===== src/rtl/kogge_stone_bist_pkg.sv =====
// Shared types and helpers for the Kogge-Stone adder BIST.
// Default widths, FSM state type and the reference sum.
package kogge_stone_bist_pkg;

  localparam int KSA_WIDTH   = 4;
  localparam int KSA_LATENCY = 1;

  typedef enum logic [1:0] {
    ST_IDLE  = 2'd0,
    ST_RUN   = 2'd1,
    ST_DRAIN = 2'd2,
    ST_DONE  = 2'd3
  } state_e;

  // Callers zero-extend operands and truncate to WIDTH+1 bits.
  function automatic logic [32:0] ksa_expect(
    input logic [31:0] a,
    input logic [31:0] b,
    input logic        cin
  );
    return {1'b0, a} + {1'b0, b} + {32'd0, cin};
  endfunction

endpackage


===== src/rtl/ksa_bist_delay.sv =====
// Valid-tagged shift register aligning expected results
// with the adder latency; synchronous clear.
module ksa_bist_delay #(
  parameter int DEPTH  = 1,
  parameter int DATA_W = 5
) (
  input  logic              clk,
  input  logic              rst,
  input  logic              clr_i,
  input  logic              in_valid_i,
  input  logic [DATA_W-1:0] in_data_i,
  output logic              out_valid_o,
  output logic [DATA_W-1:0] out_data_o
);

  logic [DEPTH-1:0]  vld_q;
  logic [DATA_W-1:0] dat_q [DEPTH];

  always_ff @(posedge clk) begin
    if (!rst || clr_i) begin
      vld_q <= '0;
    end else begin
      vld_q[0] <= in_valid_i;
      for (int i = 1; i < DEPTH; i++)
        vld_q[i] <= vld_q[i-1];
    end
  end

  always_ff @(posedge clk) begin
    dat_q[0] <= in_data_i;
    for (int i = 1; i < DEPTH; i++)
      dat_q[i] <= dat_q[i-1];
  end

  assign out_valid_o = vld_q[DEPTH-1];
  assign out_data_o  = dat_q[DEPTH-1];

endmodule


===== src/rtl/kogge_stone_bist.sv =====
// Exhaustive BIST engine for a WIDTH-bit adder of fixed LATENCY.
// KSA_BIST_FIRST_FAIL_CAPTURE_EN adds first-mismatch capture.
module kogge_stone_bist
  import kogge_stone_bist_pkg::*;
#(
  parameter int WIDTH   = KSA_WIDTH,
  parameter int LATENCY = KSA_LATENCY
) (
  input  logic             clk,
  input  logic             rst,
  input  logic             start,
  output logic [WIDTH-1:0] dut_a,
  output logic [WIDTH-1:0] dut_b,
  output logic             dut_cin,
  input  logic [WIDTH-1:0] dut_sum,
  input  logic             dut_cout,
  output logic             busy,
  output logic             done,
  output logic             pass,
  output logic [15:0]      err_count
`ifdef KSA_BIST_FIRST_FAIL_CAPTURE_EN
  ,
  output logic [2*WIDTH:0] first_fail_vec,
  output logic             first_fail_valid
`endif
);

  localparam int CW = 2*WIDTH + 1;
  localparam int DW = $clog2(LATENCY + 1);
  localparam int RW = WIDTH + 1;
`ifdef KSA_BIST_FIRST_FAIL_CAPTURE_EN
  localparam int DATA_W = RW + CW;
`else
  localparam int DATA_W = RW;
`endif
  localparam logic [CW-1:0] CNT_LAST = '1;

  state_e          state_q, state_d;
  logic [CW-1:0]   cnt_q, cnt_d;
  logic [DW-1:0]   drn_q, drn_d;
  logic [15:0]     err_q, err_d;
  logic [RW-1:0]   exp_w;
  logic            start_ok;
  logic            dly_vld;
  logic [DATA_W-1:0] dly_in, dly_out;
  logic            mis;

  assign start_ok = start &&
    (state_q == ST_IDLE || state_q == ST_DONE);

  assign {dut_a, dut_b, dut_cin} =
    (state_q == ST_RUN) ? cnt_q : '0;

  assign exp_w = RW'(ksa_expect(
    32'(dut_a), 32'(dut_b), dut_cin));

`ifdef KSA_BIST_FIRST_FAIL_CAPTURE_EN
  assign dly_in = {cnt_q, exp_w};
`else
  assign dly_in = exp_w;
`endif

  ksa_bist_delay #(
    .DEPTH  (LATENCY),
    .DATA_W (DATA_W)
  ) u_dly (
    .clk         (clk),
    .rst         (rst),
    .clr_i       (start_ok),
    .in_valid_i  (state_q == ST_RUN),
    .in_data_i   (dly_in),
    .out_valid_o (dly_vld),
    .out_data_o  (dly_out)
  );

  assign mis = dly_vld &&
    (dly_out[RW-1:0] != {dut_cout, dut_sum});

  always_comb begin
    state_d = state_q;
    cnt_d   = cnt_q;
    drn_d   = drn_q;
    err_d   = err_q;
    if (mis && err_q != 16'hFFFF)
      err_d = err_q + 16'd1;
    unique case (state_q)
      ST_IDLE, ST_DONE: begin
        if (start) begin
          state_d = ST_RUN;
          cnt_d   = '0;
          err_d   = '0;
        end
      end
      ST_RUN: begin
        if (cnt_q == CNT_LAST) begin
          state_d = ST_DRAIN;
          drn_d   = '0;
        end else begin
          cnt_d = cnt_q + 1'b1;
        end
      end
      // One extra cycle lets the last compare land before done.
      ST_DRAIN: begin
        if (drn_q == DW'(LATENCY))
          state_d = ST_DONE;
        else
          drn_d = drn_q + 1'b1;
      end
    endcase
  end

  always_ff @(posedge clk) begin
    if (!rst) begin
      state_q <= ST_IDLE;
      cnt_q   <= '0;
      drn_q   <= '0;
      err_q   <= '0;
    end else begin
      state_q <= state_d;
      cnt_q   <= cnt_d;
      drn_q   <= drn_d;
      err_q   <= err_d;
    end
  end

`ifdef KSA_BIST_FIRST_FAIL_CAPTURE_EN
  logic [CW-1:0] ffv_q;
  logic          ffok_q;

  always_ff @(posedge clk) begin
    if (!rst || start_ok) begin
      ffv_q  <= '0;
      ffok_q <= 1'b0;
    end else if (mis && !ffok_q) begin
      ffv_q  <= dly_out[DATA_W-1:RW];
      ffok_q <= 1'b1;
    end
  end

  assign first_fail_vec   = ffv_q;
  assign first_fail_valid = ffok_q;
`endif

  assign busy      = (state_q == ST_RUN) ||
                     (state_q == ST_DRAIN);
  assign done      = (state_q == ST_DONE);
  assign pass      = done && (err_q == 16'd0);
  assign err_count = err_q;

endmodule

===== config.mk =====
export PLATFORM = sky130hd
export DESIGN_NAME = kogge_stone_bist
export DESIGN_NICKNAME = d
export VERILOG_FILES = /design/src/rtl/kogge_stone_bist_pkg.sv /design/src/rtl/ksa_bist_delay.sv /design/src/rtl/kogge_stone_bist.sv
export SDC_FILE = /design/constraint.sdc
export NUM_CORES = 1
export LEC_CHECK = 0
export CORE_MARGIN = 4
export CORE_UTILIZATION = 26
export CTS_BUF_LIST = sky130_fd_sc_hd__clkbuf_8
export CTS_CLUSTER_DIAMETER = 30
export DETAILED_ROUTE_END_ITERATION = 8
export GPL_TIMING_DRIVEN = 0
export PLACE_DENSITY = 0.48
export REMOVE_ABC_BUFFERS = 1
export SLEW_MARGIN = 20
export SYNTH_ARGS = -nofsm -noshare
export SYNTH_HDL_FRONTEND = slang
export SYNTH_SLANG_ARGS = --single-unit

===== constraint.sdc =====
create_clock -name clk -period 5.49 [get_ports clk]
set_clock_uncertainty 0.05 [all_clocks]
set_input_delay 1.3725 -clock clk [delete_from_list [all_inputs] [get_ports clk]]
set_output_delay 1.3725 -clock clk [all_outputs]
set_load 0.01 [all_outputs]

# After elaboration in Yosys (flattened, before gate mapping)
# Memories as Yosys holds them, arrays and structs flattened.
# Cells that the tools add are included.
[totals]
ram_bits = 5
memories = 1
in_bits = 8
reg_bits = 29
[memory_table]
columns = ["name", "depth", "word_bits", "rd", "rd_clocked_by_memory_dff", "wr", "line_no", "source"]
rows = [
  ["u_dly.dat_q", 1, 5, 1, 0, 1, "ksa_bist_delay.sv:17", "logic [DATA_W-1:0] dat_q [DEPTH];"],
]
[classes]
n_reduce_logical = 16
eq_ne = 10
add_sub_neg = 5
muxes = 14
[ops]
columns = ["cell", "n"]
rows = [
  ["16-bit 2-to-1 mux", 3],
  ["9-bit 2-to-1 mux", 3],
  ["9-bit case mux with 2 select lines", 1],
  ["16-bit by 1-bit adder with 16-bit output, second input constant", 1],
  ["16-bit logical NOT", 1],
  ["16-bit inequality test, second input constant", 1],
  ["9-bit by 1-bit adder with 9-bit output, second input constant", 1],
  ["9-bit == test, second input constant", 1],
  ["2-bit inequality test, second input constant", 4],
  ["2-bit 2-to-1 mux", 3],
  ["2-bit case mux with 3 select lines", 1],
  ["3-bit AND reduction", 2],
  ["4-bit by 4-bit adder with 5-bit output", 1],
  ["5-bit by 1-bit adder with 5-bit output", 1],
  ["5-bit inequality test", 1],
  ["2-bit == test, second input constant", 2],
  ["1-bit logical AND", 4],
  ["2-bit nonzero test", 2],
  ["1-bit logical OR", 3],
  ["2-bit by 1-bit == test with 1-bit output, second input constant", 1],
  ["2-bit logical NOT", 1],
  ["1-bit 2-to-1 mux", 2],
  ["1-bit case mux with 2 select lines", 1],
  ["2-bit AND reduction", 1],
  ["3 further kinds", 3],
]

# Longest topological paths before layout
[depth]
ltp_word = 6
mapped_depth = 10
ltp_nobuf = 9

# By module
# Synthesis repeated with hierarchy kept, for this count alone.
[unflattened]
hier_cells = 226
area_unflattened_um2 = 1913.1
[modules_own_cells]
columns = ["mod", "area_each_um2", "cells_each", "n_inst"]
rows = [
  ["kogge_stone_bist", 1784.2, 219, 1],
  ["ksa_bist_delay", 128.9, 7, 1],
]

# Least setup slack after synthesis
# OpenSTA, ideal clock, no wires.
[synth_path]
path_kind = "reg2out"
start = "register state_q[0]"
end = "output dut_a[1]"
arrival_ns = 1.232
t_required_ns = 4.068
path_stages_with_launch = 6
slack_ns = 2.836
path_cell_list = "dfxtp_1 -> ha_1 -> clkbuf_1 -> clkbuf_1 -> nand2_1 -> inv_1"
[synth_between]
elab_chain_cells = 2
[synth_lines]
columns = ["item", "line_no", "source"]
rows = [
  ["from (decl)", "kogge_stone_bist.sv:38", "state_e state_q, state_d;"],
  ["from (signal assigned)", "kogge_stone_bist.sv:119", "state_q <= state_d;"],
  ["2-bit by 1-bit == test with 1-bit output", "--", ""],
  ["net u_dly.in_valid_i", "ksa_bist_delay.sv:10", "input logic in_valid_i,"],
  ["9-bit 2-to-1 mux", "kogge_stone_bist.sv:52", "(state_q == ST_RUN) ? cnt_q : '0;"],
  ["to (decl)", "kogge_stone_bist.sv:12", "output logic [WIDTH-1:0] dut_a,"],
]
# The timed path passes the listed nets, and every way through them passes these cells.

# Final worst setup path
# Ends and elaborated chain as after synthesis.

==> results.toml <==
[grt]
grt_pass1_wl_um = 7820
grt_overflow = 0
grt_util_met3 = 0.0281
grtUsageTotal = 0.108
grt_pass1_vias = 1602
grt_use_met2 = 0.177
grt_most_used_layer = "met2"
antenna_found_initial = 0
grt_start_max_net_pins = 20
use_met1 = 0.142

[logic_synthesis]
synth_cell_types = 47
async_flop_share = 0
yosys.cell_count.top_type = "dfxtp_1"
netlist_instances = 227
synth_edf_count = 0
synth_seq_cells = 34
synthesis.area_mm2 = 0.00201
synth_flop_cell = "dfxtp_1"
yosys-top-cells-area = "dfxtp_1 (34%), ha_1 (6.2%), nand2_1 (4.7%), xor2_1 (3.1%), inv_1 (3.0%)"
synth_common_cells = "dfxtp_1 (34), nand2_1 (25), inv_1 (16)"
synth_area_leader_cell = "dfxtp_1"
ys_seq_area_frac = 0.339
synth_area_per_cell_um2 = 8.84
synth_warnings = 0
yosysTopAreaCellShare = 0.339

[routing]
antenna_left = 0
viasPerCell = 4.75
wire_per_inst_um = 12.9
first_pass_iters = 4
drt_wl_total_um = 4640
initialDrtViolationCount = 63
drc = 0
vias = 1704

[sta]
max_clock_freq_mhz = 286
setup_viol_count_final = 0
finalMaxSlewViolations = 0
rsz0062_at_grt = "false"
layout_setup_ws_ns = 1.99
period_share = 0.637
tightestPinTransition_ns = 0.761
period_needed_ns = 3.50
slew_headroom = 0.492
hold_violations = 0
final.setup.tns_ns = 0

[clocking]
cts_tree = "done"
h-tree-depth = 2
cts-root-buf = "clkbuf_8"
cts_sinks = 34
post_cts_resized = 0
cts_setup_buffers = 0
path_clk_slew_ns = 0.07
cts_made_buffers = 5
holdBufCountCts = 0
clk_path_buf_depth = 2
clk_latency_ns = 0.28

[critical_path]
critPathLaunch = "state_q[0]$_SDFFE_PN0P_"
crit_required_ns = 4.07
crit_family = "buffers and inverters"
cp_max_fo = 19
end_kind = "primary output"
max_stage_delay_ns = 0.55
crit_cells = 4
crit_slowest_cell = "ha_1"
worstSetupStartpointType = "flop"
rr_startpoint = "state_q[0]$_SDFFE_PN0P_"
r2r_end = "u_dly.dat_q[0][4]$_DFF_P_"
path_cells = "ha_1 -> nand2_1 -> inv_1 -> clkdlybuf4s50_1"
timing.critical_path.buf_inv = 2
rrSetupSlack_ns = 3.05
worst-endpoint-arrival_ns = 2.08
ff2ff_path_depth = 8
crit_type = "reg2out"
endpoint = "dut_a[1]"

[layout]
multi_input_area_mm2 = 0.00121
antenna_cells = 0
regArea_um2 = 681
drive_above_1_share = 0.0808
final_cell_area_mm2 = 0.00252
fill_cells = 779
nNetsFinal = 279
area_growth_pct = 25.4

[placement]
dp_slack_ns = 2.13
numPortBuffers = 35
placed_cell_area_mm2 = 0.00242
gp_congestion = 0.765
dp_hpwl_um = 3380

[power]
p_total_mw = 0.662
p_leak_nw = 0.977
ir_drop_uv = 190
powerDensity_mw_per_mm2 = 263

[hold_path]
hp-class = "reg2reg"

[floorplan]
rows = 31
core_area_mm2 = 0.00737
initial_core_util = 0.272
die_height_um = 95.9
die_w_um = 95.9
die-area_mm2 = 0.00919
ios = 36

[run_status]
outcome = "completed"

[run]
drv_cap = 0
[sequential cells by signal, indices dropped and copies added (netlist names)]
| signal | cells |
|---|---|
| err_count | 16 |
| cnt_q | 9 |
| u_dly.dat_q | 5 |
| state_q | 2 |
| drn_q | 1 |
| u_dly.out_valid_o | 1 |
[where the power goes]
part / switching (mW) / internal (mW)
combinational: 0.118 / 0.0746
sequential: 0.0139 / 0.262
clock: 0.0935 / 0.0995
[layer usage]
layer / vias to the layer above / wire length (um)
li1: 868 / -
met1: 812 / 2160
met2: 22 / 2300
met3: 2 / 153
met4: 0 / 29
met5: - / 0
[cells in the final DEF (no fill, tap or decap), drive strengths merged]
cell and count:
a21o 1, xnor2 5, inv 17, a21oi 11
and4 4, o211a 2, a41o 1, nor2b 2
o31a 1, clkbuf 6, o311ai 2, and2 8
nand2b 8, dfxtp 34, nand2 25, ha 10
a211oi 1, nor2 13, clkinv 1, a21boi 2
nor4 2, mux2 1, o21ai 10, o41ai 5
nand4 6, o31ai 4, fa 2, nor4b 3
clkdlybuf4s50 35, nand3 9, mux2i 3, or4 5
xor2 8, nand4b 2, and3 9, a31oi 2
[final cells by class]
type,instances,share of cell area
Multi-Input combinational cell,167,0.481
Timing Repair Buffer,35,0.139
Clock inverter,2,0.00348
Tap cell,99,0.0492
Sequential cell,34,0.271
Clock buffer,6,0.0328
Inverter,16,0.0239
[worst register-to-register path: cells and delay by family, from the launching register on]
family	cells	cell delay [ns]
buf+inv	1	0.06
flops	1	0.38
compound gates	1	0.07
fa+ha+maj	3	1.40
simple gates	3	0.43
[how the worst min path moves through the flow]
stage / start / depth (start not counted) / endpoint / slack [ns]
detailed placement: drn_q$_SDFFE_PN0P_ / 2 / drn_q$_SDFFE_PN0P_ / 0.41
global placement: drn_q$_SDFFE_PN0P_ / 2 / drn_q$_SDFFE_PN0P_ / 0.41
CTS: drn_q$_SDFFE_PN0P_ / 2 / drn_q$_SDFFE_PN0P_ / 0.43
floorplan: drn_q$_SDFFE_PN0P_ / 2 / drn_q$_SDFFE_PN0P_ / 0.38
global route: drn_q$_SDFFE_PN0P_ / 2 / drn_q$_SDFFE_PN0P_ / 0.48
finish: drn_q$_SDFFE_PN0P_ / 2 / drn_q$_SDFFE_PN0P_ / 0.43
[logic make-up after synthesis]
family | count (synthesis) | share of synthesized area
XOR/XNOR | 13 | 0.0717
flip-flops | 34 | 0.339
buffers and inverters | 26 | 0.0580
adder cells (fa/ha/maj) | 12 | 0.0823
multiplexers | 4 | 0.0206
AO/OA/AOI/OAI | 42 | 0.147
AND/OR/NAND/NOR | 96 | 0.281
[metrics by stage]
step	utilization	hold slack, ns	std cells
4_1_cts	0.341	0.432	359
2_1_floorplan	-	0.382	217
3_3_place_gp	0.329	0.406	351
3_5_place_dp	0.329	0.413	351
5_1_grt	0.341	0.482	359
6_report	0.341	0.428	359
Power figures use the tool's default switching activity.
